`config.mk`:
```
export PLATFORM = sky130hd
export DESIGN_NAME = regfile_2r1w
export DESIGN_NICKNAME = d
export VERILOG_FILES = /design/src/rtl/regfile_2r1w.sv
export SDC_FILE = /design/constraint.sdc
export NUM_CORES = 1
export LEC_CHECK = 0
export CORE_ASPECT_RATIO = 1.25
export CORE_MARGIN = 2
export CORE_UTILIZATION = 45
export DETAILED_ROUTE_END_ITERATION = 8
export MAX_ROUTING_LAYER = met4
export SLEW_MARGIN = 10
export SYNTH_ARGS = -nofsm -noshare
export SYNTH_HDL_FRONTEND = slang
export SYNTH_SLANG_ARGS = --single-unit
```
`constraint.sdc`:
```
create_clock -name clk -period 4.3 [get_ports clk]
set_input_delay 0.645 -clock clk [delete_from_list [all_inputs] [get_ports clk]]
set_output_delay 0.645 -clock clk [all_outputs]
set_load 0.01 [all_outputs]
```
`src/rtl/regfile_2r1w.sv`:
```
// regfile_2r1w: two-read / one-write register file with registered read ports,
// a read-valid pulse, and a hardware clear sweep after every reset.
// Optional feature macro: REGFILE_BYPASS_EN
//   defined   -> write-first: a read colliding with a same-cycle write returns wd
//   undefined -> read-first:  a colliding read returns the pre-write array value
module regfile_2r1w #(
    parameter int DATA_W = 4,
    parameter int ADDR_W = 4
) (
    input  logic              clk,
    input  logic              rst,
    input  logic              we,
    input  logic [ADDR_W-1:0] wa,
    input  logic [DATA_W-1:0] wd,
    input  logic              re,
    input  logic [ADDR_W-1:0] ra,
    input  logic [ADDR_W-1:0] rb,
    output logic [DATA_W-1:0] busa,
    output logic [DATA_W-1:0] busb,
    output logic              rvalid,
    output logic              ready
);

    localparam int DEPTH = 2 ** ADDR_W;

    typedef enum logic {
        CLEAR = 1'b0,
        RUN   = 1'b1
    } state_t;

    state_t            state;
    state_t            next_state;
    logic [ADDR_W-1:0] clr_ptr;
    logic              clr_done;
    logic              wr_ok;
    logic              rd_ok;
    logic [DATA_W-1:0] rd_a;
    logic [DATA_W-1:0] rd_b;
    logic [DATA_W-1:0] mem [DEPTH];

    // Requests are only honoured once the sweep has finished; ready is the gate.
    assign wr_ok = ready & we;
    assign rd_ok = ready & re;

    // Next-state logic: the sweep ends on the cycle that clears the last entry.
    always_comb begin
        next_state = state;
        clr_done   = 1'b0;
        if (state == CLEAR && clr_ptr == {ADDR_W{1'b1}}) begin
            clr_done   = 1'b1;
            next_state = RUN;
        end
    end

    // State register and clear pointer; reset restarts the sweep from entry 0.
    always_ff @(posedge clk) begin
        if (rst) begin
            state   <= CLEAR;
            clr_ptr <= '0;
        end else begin
            state <= next_state;
            if (state == CLEAR) begin
                clr_ptr <= clr_ptr + 1'b1;
            end
        end
    end

    // Array write: the sweep owns the write port in CLEAR, the user owns it in RUN.
    always_ff @(posedge clk) begin
        if (!rst) begin
            if (state == CLEAR) begin
                mem[clr_ptr] <= '0;
            end else if (wr_ok) begin
                mem[wa] <= wd;
            end
        end
    end

    // Read data selection; the bypass build forwards wd on an address collision.
    always_comb begin
        rd_a = mem[ra];
        rd_b = mem[rb];
`ifdef REGFILE_BYPASS_EN
        if (wr_ok && wa == ra) begin
            rd_a = wd;
        end
        if (wr_ok && wa == rb) begin
            rd_b = wd;
        end
`else
        rd_a = mem[ra];
        rd_b = mem[rb];
`endif
    end

    // Registered outputs: buses hold between reads, rvalid pulses per accepted read.
    always_ff @(posedge clk) begin
        if (rst) begin
            busa   <= '0;
            busb   <= '0;
            rvalid <= 1'b0;
            ready  <= 1'b0;
        end else begin
            rvalid <= rd_ok;
            if (rd_ok) begin
                busa <= rd_a;
                busb <= rd_b;
            end
            if (clr_done) begin
                ready <= 1'b1;
            end
        end
    end

endmodule
```
# Word level (Yosys, flattened, before mapping)
# Memories as Yosys holds them, arrays and structs flattened. A register that Yosys moved wholly into a read port is not among the register bits.
# Index checks and enable logic that the tools add are counted.
# classes
n_mux	11
bitwise_logic	3
n_addsub	1
reduce_logical	2
n_eq_ne	1
# ops
cell	n
1-bit two-way mux	9
4-bit two-way mux	2
4-bit by 1-bit adder with 4-bit output, second input constant	1
4-bit == test, second input constant	1
4-bit OR reduction	1
1-bit AND	2
1-bit logical AND	1
1-bit NOT	1
# word_totals
ram_bits	64
out_inout_bits	10
mem_count	1
word_cells	23
ff_bits	7
# memory_table
memory	depth	width	rd	rd_clocked_by_memory_dff	write_ports	line_no	text
mem	16	4	2	2	1	39	logic [DATA_W-1:0] mem [DEPTH];

# Longest topological paths before layout
# Gate-level depths: netlist (run 1).
# depth
depth_word	7
depth_mapped	7

# Least setup slack after synthesis (run 1)
# OpenSTA, ideal clock, no wires.
# synth_path
path_kind	input to register
from	input rst
to	memory mem[0][0], enable pin
cell_stages	6
n_path_buf	3
arrival_time_ns	1.751
path_slack_ns	2.220
required_ns	3.971
cell_sequence	buf_2 > and3b_1 > clkbuf_1 > buf_2 > a31oi_1 > nor2_1
# synth_via
elab_chain_cells	4
word_cells_on_any_way	7
# synth_lines
element	line_no	text
from (decl)	11	input logic rst,
1-bit two-way mux	70	if (!rst) begin
1-bit two-way mux (implied by the code)	74	mem[wa] <= wd;
4-bit OR reduction (no line)	-	
4-bit two-way mux (no line) / 1-bit two-way mux (equally long branches)	-	
to (decl)	39	
# Several ways; a longest one is shown, not always the timed one.

==> metrics.md, run 1 <==
| Metric | Value |
|---|---|
| Post-CTS Setup Bufs | 0 |
| EDFF count, synth | 64 |
| Clock sink count | 78 |
| VDD IR max | 0.0001414 V |
| Critical Path RT | 4.52 ns |
| Slew HR | 0.3778 |
| Hold path start | busa[0] |
| Placed standard-cell area | 4023 um2 |
| Most area-consuming cells after synthesis | edfxtp_1, mux4_1, mux4_2, dfxtp_1, mux2_2 |
| Post-detail-place hpwl | 5.446 mm |
| Max cap viols | 0 |
| Fmax | 366.8 MHz |
| Status | completed |
| CTS clk-pin slew, worst paths | 0.08 ns |
| Cell Chain, Critical Path | clkdlybuf4s50_1 > mux4_1 > mux2_2 > a22oi_1 > o21ai_0 |
| DR iter-0 viols | 168 |
| Total GRT Usage | 0.1812 |
| Cts hold-fix bufs | 0 |
| Slowest Stage Delay on Critical Path | 1.08 ns |
| P&R area growth vs syn | 13.03% |
| Post-synth top area share | 0.5170 |
| Die area | 9008 um2 |
| Ys Warns | 0 |
| Hold Crit Endpoint | busa[0] |
| I/O Buffers | 29 |
| Critical path class | input port to register |
| Cells after Synth | 219 |
| R2r startpoint | state |
| Final worst path period share | 0.6340 |
| I/O pin total | 30 |
| Worst r2r dst | mem[2][2] |
| Layout cell share with drive strength beyond 1 | 0.1713 |
| Hold Crit Depth | 2 |
| DR vias | 2019 |
| Post-Syn Area | 3717 um2 |
| GRT Residual Overflow | 0 |
| RSZ-0062 raised after global routing | false |
| Starting Density | 0.4562 |
| Slew Viols, Final | 0 |
| Buf+Inv Stages, Crit Path | 1 |
| Final Critical Period | 2.726 ns |
| Reg2reg path depth | 4 |
| Fin worst setup slack | 1.574 ns |
| Post-CTS sizing | 0 |
| Post-route ant nets | 0 |
| Largest area contributor in the synthesized netlist | edfxtp_1 |
| Routed WL | 7.280 mm |
| Site row count | 37 |
| Syn_nets | 240 |
| R2R setup slack | 2.14 ns |
| Pin slew with the least headroom to its limit | 0.9304 ns |
| CP startpoint kind | input port |
| Final hold slack | 0.4961 ns |
| Max Buffers Root-to-Sink | 2 |
| Clk_lat worst skew | 0.34 ns |
| Via/cell ratio | 5.802 |
| Final Cell Area | 4202 um2 |
| Synth top cells by count | edfxtp_1, nor2_1, mux4_1, mux4_2, dfxtp_1 |
| Final Wtd Congestion | 0.7870 |
| Part of the Yosys area used for sequential elements | 0.5924 |
| Mean post-synth cell area | 16.97 um2 |
| WP data arrival | 2.95 ns |
| Root Buffer | clkbuf_8 |
| Initial antenna violation count | 0 |
| Vias in the first global route | 2040 |
| Final net count | 267 |
| DR pass1 iterations | 5 |
| First-pass GRT wire length | 11.71 mm |
| Die width | 85.30 um |
| Crit Path Max Fanout | 16 |
| Top_reg_cell synth | edfxtp_1 |
| Hold Path Class | register to register |
| Core ar. | 8148 um2 |
| Most common cell in the netlist | edfxtp_1 |
| Total CTS buffers | 9 |
| Count of cell types in the netlist | 30 |
| Setup Slack @ Placement | 1.211 ns |
| CTS tree | yes |
| Top delay family on crit path | buffers and inverters |
| Max H-tree Level | 3 |
| Die H | 105.6 um |
| Inserted Diodes | 0 |
| Worst Clk Skew | 0.01182 ns |
| Final hold violation count | 0 |
| Lkg Pwr | 0.001521 uW |
| Async set-or-reset flop fraction in the synthesized netlist | 0 |
| Pwr Density | 339.7 nW/um2 |
| Largest net degree at the start of global routing | 17 |
| Final setup vio count | 0 |
| Worst setup EP type | register |
| Final routed DRC violation total | 0 |
| CP max-delay cell | clkdlybuf4s50_1 |
| Setup tns final | 0 ns |
| Number of synthesized register bits | 78 |
| Wire per inst | 20.92 um |
-- state kept, by name, indices dropped and copies added (netlist names) --
signal	flops
busa	4
busb	4
clr_ptr	4
mem	64
rvalid	1
state	1
-- tightest hold or removal path, cell delays in order, from the launching register on --
cell and delay (ns):
dfxtp_1 0.33, a22oi_1 0.08, o21ai_0 0.06
-- placed cells by master, fill, tap and decap left out, drive strengths merged, types with 5 or more instances in the layout --
cell type,count
a22oi,8
a31oi,5
and2,6
clkbuf,9
clkdlybuf4s50,29
dfxtp,14
edfxtp,64
inv,5
mux2,9
mux2i,10
mux4,32
nand2,5
nor2,22
o21ai,8
-- through the flow --
step | total power (uW) | cells | util
2_1_floorplan | 915.0 | 219 | -
3_3_place_gp | 945.0 | 332 | 0.4937
3_5_place_dp | 945.6 | 332 | 0.4937
4_1_cts | 1435 | 348 | 0.5157
5_1_grt | 1478 | 348 | 0.5157
6_report | 1427 | 348 | 0.5157
-- per-layer routing --
metal,vias up,track usage,share of wire
li1,942,-,-
met1,991,0.2423,0.44
met2,81,0.2790,0.50
met3,5,0.03994,0.055
met4,0,0.05782,0.0078
met5,-,-,0
-- worst max path at each step --
stage / depth (start not counted) / start / to
after floorplan: 6 / rst / mem[0][0]
final: 5 / ra[2] / busa[3]
after global placement: 5 / ra[2] / busa[0]
after CTS: 5 / ra[2] / busa[1]
after detailed placement: 5 / ra[2] / busa[1]
after global routing: 5 / ra[2] / busa[0]
-- final cells by class --
| type | instances | area [um2] |
|---|---|---|
| clock buffers | 9 | 123.9 |
| clock inverters | 7 | 55.05 |
| fillers | 679 | 3946 |
| inverters | 2 | 7.507 |
| multi-input cells | 125 | 1394 |
| flip-flops and latches | 78 | 2202 |
| well taps | 97 | 121.4 |
| repair buffers | 30 | 297.8 |
-- cell families (layout without fill, tap and decap cells) --
kind of cell    Yosys count  after routing  share of synthesized area
mux                      51             51                     0.2642
xor+xnor                  3              3                   0.007070
buf+inv                  16             48                    0.03265
compound gates           24             24                    0.03938
flops                    78             78                     0.5924
simple gates             46             46                    0.06092
fa+ha+maj                 1              1                   0.003365
-- report_power, final --
part	internal, uW	total [uW]	leakage [uW]	switching, uW
sequential	815	822	0.000781	6.69
clock	216	500	0.0000818	285
combinational	57.6	105	0.000659	47.4
Note: power is estimated with default switching activity, not from simulation.
==> inputs of run 2 (changes only) <==
- PLACE_DENSITY: default -> 0.67
- clock period: 4.3 -> 2.2 ns (I/O delays scaled with it)
==> metrics.md, run 2 (synthesis results as in run 1) <==
| Metric | Value |
|---|---|
| Starting Density | 0.4562 (unchanged) |
| FF+latch area | 2202 um2 (unchanged) |
| Critical path class | input port to register |
| Largest net degree at the start of global routing | 17 (unchanged) |
| I/O Buffers | 29 (unchanged) |
| VDD IR max | 0.0003630 V (+160%) |
| Area of the multi-input gates | 1394 um2 (unchanged) |
| Pwr Density | 666.0 nW/um2 (+96%) |
| First-pass GRT wire length | 11.54 mm (-1.5%) |
| WP data arrival | 2.15 ns (-0.80 ns) |
| Vias in the first global route | 2093 (+2.6%) |
| Final Critical Period | 1.906 ns |
| Cts hold-fix bufs | 0 (unchanged) |
| Total GRT Usage | 0.1798 (-0.001346) |
| Final Util | 0.5439 (+0.02826) |
| Max FFs per register | 64 (unchanged) |
| R2r startpoint | state |
| Hold path start | busa[0] |
| Largest Register | mem |
| P&R area growth vs syn | 19.22% |
| Pint | 2356 uW (+120%) |
| Post-route ant nets | 0 (unchanged) |
| DR pass1 iterations | 4 (-1) |
| Layout cell share with drive strength beyond 1 | 0.2185 (+0.04720) |
| Dpl cells | 351 (+5.7%) |
| CTS clk-pin slew, worst paths | 0.08 ns (about the same) |
| Pin slew with the least headroom to its limit | 0.7846 ns (-0.1458 ns) |
| Wire per inst | 19.97 um (-4.6%) |
| Reg power frac | 0.545 (-0.031) |
| Crit Path Max Fanout | 15 (-1) |
| Post-CTS Setup Bufs | 0 (unchanged) |
| Die H | 105.6 um (unchanged) |
| Final routed DRC violation total | 0 (unchanged) |
| Most common cell after layout, fill and taps aside | edfxtp_1 |
| Final Wtd Congestion | 0.7978 (+1.4%) |
| Clk_lat worst skew | 0.35 ns (about the same) |
| Switching power total | 595.9 uW (+76%) |
| CTS tree | yes |
| Clock sink count | 78 (unchanged) |
| Placed standard-cell area | 4228 um2 (+5.1%) |
| Worst Clk Skew | 0.008678 ns (-0.003144 ns) |
| Site row count | 37 (unchanged) |
| Max cap viols | 0 (unchanged) |
| Power, Total | 2951 uW (+110%) |
| Post-CTS sizing | 0 (unchanged) |
| Slew Viols, Final | 0 (unchanged) |
| Final Cell Area | 4432 um2 (+5.5%) |
| Routed WL | 7.328 mm (+0.66%) |
| Hold Path Class | register to register |
| Fill cells | 650 (-4.3%) |
| GRT Residual Overflow | 0 (unchanged) |
| Critical Path RT | 2.44 ns (-2.08 ns) |
| Final setup vio count | 0 (unchanged) |
| Core ar. | 8148 um2 (unchanged) |
| Die width | 85.30 um (unchanged) |
| DR vias | 2138 (+5.9%) |
| I/O pin total | 30 (unchanged) |
| Final worst path period share | 0.8665 |
| Fmax | 524.6 MHz |
| DR iter-0 viols | 109 (-35%) |
| Setup Slack @ Placement | -0.08819 ns (-1.299 ns) |
| Most frequent cells in the layout | edfxtp_1, clkdlybuf4s50_1, nor2_1 |
| Worst setup EP type | register |
| Max Buffers Root-to-Sink | 2 (unchanged) |
| Worst setup path start | ra[2] |
| Final net count | 286 (+7.1%) |
| Initial antenna violation count | 0 (unchanged) |
| Root Buffer | clkbuf_8 |
| Slew HR | 0.4770 (+0.09918) |
| Clk pwr share | 0.377 (+0.027) |
| Max H-tree Level | 3 (unchanged) |
| Fin worst setup slack | 0.2936 ns (-1.280 ns) |
| Fin cells | 367 (+5.5%) |
| Status | completed |
| RSZ-0062 raised after global routing | false |
| Lkg Pwr | 0.001661 uW (+9.2%) |
| CP startpoint kind | input port |
| Inserted Diodes | 0 (unchanged) |
| Combinational share of power | 0.078 (+0.004) |
| Via/cell ratio | 5.826 (+0.41%) |
| Total CTS buffers | 9 (unchanged) |
| Net Sw Frac | 0.2019 (-0.03544) |
| Post-detail-place hpwl | 5.638 mm (+3.5%) |
| Final hold violation count | 0 (unchanged) |
| Die area | 9008 um2 (unchanged) |
## run 2: cell types whose count changed in the layout (fill, tap and decap cells not counted), sizes merged
| cell | previous run | this run |
|---|---|---|
| buf | 1 | 20 |
| clkinv | 1 | 4 |
| clkinvlp | 3 | 0 |
| inv | 5 | 2 |
| bufinv | 0 | 2 |
| clkbuf | 9 | 10 |
## run 2: layout make-up
type                    count  area share
clock buffers              10     0.02880
clock inverters             6     0.01722
inverters                   2    0.001694
multi-input cells         125      0.3145
flip-flops and latches     78      0.4969
well taps                  97     0.02739
repair buffers             49      0.1135
## run 2: stage by stage
stage / hold slack [ns] / TNS, ns
finish: 0.5022 / 0
global route: 0.5419 / 0
CTS: 0.5108 / 0
detailed placement: 0.4933 / -0.3194
global placement: 0.4749 / -0.2012
floorplan: 0.5164 / 0
## run 2: routing by layer
layer / up-vias / part of all wire / track usage
li1: 983 / - / -
met1: 1064 / 0.43 / 0.2247
met2: 74 / 0.49 / 0.2790
met3: 17 / 0.048 / 0.03367
met4: 0 / 0.031 / 0.09524
met5: - / 0 / -
## run 2: worst paths after layout
| kind | depth (start not counted) | endpoint | slack, ns |
|---|---|---|---|
| min reg2reg | 2 | busa[0] | 0.50 |
| max reg2reg | 5 | mem[13][3] | 0.45 |
| min | 2 | busa[0] | 0.50 |
| max | 6 | busa[2] | 0.29 |
## run 2: power groups by stage
| stage | registers (uW) | logic (uW) | clock network, uW |
|---|---|---|---|
| 2_1_floorplan | 1640 | 153 | 0 |
| 3_3_place_gp | 1640 | 230 | 0 |
| 3_5_place_dp | 1640 | 232 | 0 |
| 4_1_cts | 1610 | 233 | 1140 |
| 5_1_grt | 1610 | 247 | 1180 |
| 6_report | 1610 | 231 | 1110 |
## run 2: worst max-delay path, cell delays in order
cell             delay, ns
clkdlybuf4s50_1       0.51
buf_12                0.17
mux4_1                0.61
mux2_2                0.29
a22oi_1               0.15
o21ai_1               0.08
==> inputs of run 3 (changes only) <==
- PLACE_DENSITY: 0.67 -> 0.7
- SLEW_MARGIN: 10 -> default
==> metrics.md, run 3 (synthesis results as in run 1) <==
| Metric | Value |
|---|---|
| Fmax | 514.0 MHz (-2.0%) |
| Power, Total | 2871 uW (-2.7%) |
| Layout cell share with drive strength beyond 1 | 0.2210 (+0.002455) |
| Final worst path period share | 0.8844 (+0.01782) |
| Core ar. | 8148 um2 (unchanged) |
| WP data arrival | 2.18 ns (+0.03 ns) |
| Net Sw Frac | 0.2175 (+0.01561) |
| Most common cell after layout, fill and taps aside | edfxtp_1 |
| DR vias | 2117 (-0.98%) |
| Reg2reg path depth | 5 (unchanged) |
| Max cap viols | 0 (unchanged) |
| Site row count | 37 (unchanged) |
| Slowest Stage Delay on Critical Path | 0.65 ns (+0.04 ns) |
| Pint | 2247 uW (-4.6%) |
| GRT Residual Overflow | 0 (unchanged) |
| Die width | 85.30 um (unchanged) |
| Die area | 9008 um2 (unchanged) |
| Total CTS buffers | 9 (unchanged) |
| Slew HR | 0.4228 (-0.05413) |
| Pwr Density | 655.1 nW/um2 (-1.6%) |
| Final Cell Area | 4383 um2 (-1.1%) |
| Clk_lat worst skew | 0.35 ns (about the same) |
| Final setup vio count | 0 (unchanged) |
| Total GRT Usage | 0.1807 (+0.0008770) |
| Via/cell ratio | 5.816 (-0.17%) |
| Clock sink count | 78 (unchanged) |
| DR iter-0 viols | 126 (+16%) |
| Worst Clk Skew | 0.01114 ns (+0.002461 ns) |
| Slew Viols, Final | 0 (unchanged) |
| P&R area growth vs syn | 17.91% |
| Combinational share of power | 0.080 (+0.002) |
| Fill cells | 666 (+2.5%) |
| CP startpoint kind | input port |
| First-pass GRT wire length | 11.70 mm (+1.4%) |
| Hold path start | busa[3] |
| RSZ-0062 raised after global routing | false |
| CTS clk-pin slew, worst paths | 0.08 ns (about the same) |
| Hold Path Class | register to register |
| Largest Register | mem |
| Placed standard-cell area | 4193 um2 (-0.83%) |
| Wire per inst | 20.24 um (+1.4%) |
| R2r startpoint | state |
| Fin worst setup slack | 0.2544 ns (-0.03922 ns) |
| Status | completed |
| Lkg Pwr | 0.001626 uW (-2.1%) |
| Max FFs per register | 64 (unchanged) |
| Worst r2r dst | mem[9][2] |
| Hold Crit Endpoint | busa[3] |
| Inserted Diodes | 0 (unchanged) |
| Fin cells | 364 (-0.82%) |
| Final hold violation count | 0 (unchanged) |
| Top delay family on crit path | multiplexers |
| Pin slew with the least headroom to its limit | 0.8658 ns (+0.08120 ns) |
| Clk pwr share | 0.360 (-0.017) |
| CTS tree | yes |
| Post-CTS sizing | 0 (unchanged) |
| R2R setup slack | 0.32 ns (-0.13 ns) |
| Root Buffer | clkbuf_8 |
| Final Critical Period | 1.946 ns (+0.03922 ns) |
| CP max-delay cell | mux4_1 |
| Area of the multi-input gates | 1394 um2 (unchanged) |
| Max Buffers Root-to-Sink | 2 (unchanged) |
| Crit Path Max Fanout | 13 (-2) |
| VDD IR max | 0.0003197 V (-12%) |
| Initial antenna violation count | 0 (unchanged) |
| Cts hold-fix bufs | 0 (unchanged) |
| Vias in the first global route | 2169 (+3.6%) |
| Final routed DRC violation total | 0 (unchanged) |
| Cell Chain, Critical Path | clkdlybuf4s50_1 > buf_12 > mux4_1 > mux2_2 > a22oi_1 > o21ai_1 |
| Post-detail-place hpwl | 5.672 mm (+0.61%) |
| I/O Buffers | 29 (unchanged) |
| Die H | 105.6 um (unchanged) |
| Final net count | 283 (-1.0%) |
| Critical path class | input port to register |
| Switching power total | 624.5 uW (+4.8%) |
| Largest net degree at the start of global routing | 17 (unchanged) |
| Routed WL | 7.368 mm (+0.55%) |
| Post-route ant nets | 0 (unchanged) |
| Buf+Inv Stages, Crit Path | 2 (unchanged) |
| FF+latch area | 2202 um2 (unchanged) |
| Worst setup EP type | register |
| Hold Crit Depth | 2 (unchanged) |
| Most frequent cells in the layout | edfxtp_1, clkdlybuf4s50_1, nor2_1 |
| Max H-tree Level | 3 (unchanged) |
| Setup Slack @ Placement | -0.1025 ns (-0.01434 ns) |
| Starting Density | 0.4562 (unchanged) |
| DR pass1 iterations | 4 (unchanged) |
| Dpl cells | 348 (-0.85%) |
| Reg power frac | 0.560 (+0.015) |
| I/O pin total | 30 (unchanged) |
| Critical Path RT | 2.44 ns (about the same) |
| Final Wtd Congestion | 0.8581 (+7.6%) |
| Post-CTS Setup Bufs | 0 (unchanged) |
-- run 3: cell types whose count changed in the layout (fill, tap and decap cells not counted), sizes merged --
cell and delta:
buf -3, clkinv -2, bufinv -1, clkinvlp +3
-- run 3: metrics by stage --
step / utilization / hold slack [ns] / setup TNS (ns)
6_report: 0.5379 / 0.4902 / 0
5_1_grt: 0.5379 / 0.5247 / 0
4_1_cts: 0.5379 / 0.4962 / 0
3_5_place_dp: 0.5146 / 0.4772 / -0.4166
3_3_place_gp: 0.5146 / 0.4764 / -0.1717
2_1_floorplan: - / 0.5164 / 0
-- run 3: how the worst max path moves through the flow --
stage | startpoint | depth (start not counted) | to | slack [ns]
floorplan | rst | 6 | mem[4][0] | 0.44
finish | ra[2] | 6 | busa[2] | 0.25
global placement | ra[2] | 6 | busa[2] | -0.1
global route | ra[2] | 6 | busa[2] | 0.21
CTS | ra[2] | 6 | busa[2] | 0.28
detailed placement | ra[2] | 6 | busa[2] | -0.10
-- run 3: worst register-to-register path: cells and delay by family, from the launching register on --
| family | cells | cell delay (ns) |
|---|---|---|
| AND/OR/NAND/NOR | 3 | 0.85 |
| buffers and inverters | 1 | 0.17 |
| AO/OA/AOI/OAI | 1 | 0.18 |
| flip-flops | 1 | 0.34 |
-- run 3: final cells by class --
type	instances	share of cell area
timing repair buffer	46	0.1068
clock inverter	6	0.01427
tap	97	0.02769
sequential	78	0.5024
inverter	2	0.001713
clock buffer	10	0.02912
multi-input combinational	125	0.3180
-- run 3: power groups by stage --
stage | Sequential (uW) | Clock [uW] | Combinational [uW]
global route | 1610 | 1110 | 245
finish | 1610 | 1030 | 229
CTS | 1610 | 1050 | 232
detailed placement | 1640 | 0 | 231
floorplan | 1640 | 0 | 153
global placement | 1640 | 0 | 228
-- run 3: layer usage --
metal	vias to the layer above	share of wire	GRT usage
met4	0	0.039	0.09297
li1	976	-	-
met2	75	0.49	0.2779
met3	15	0.048	0.04150
met1	1051	0.42	0.2241
met5	-	0	-
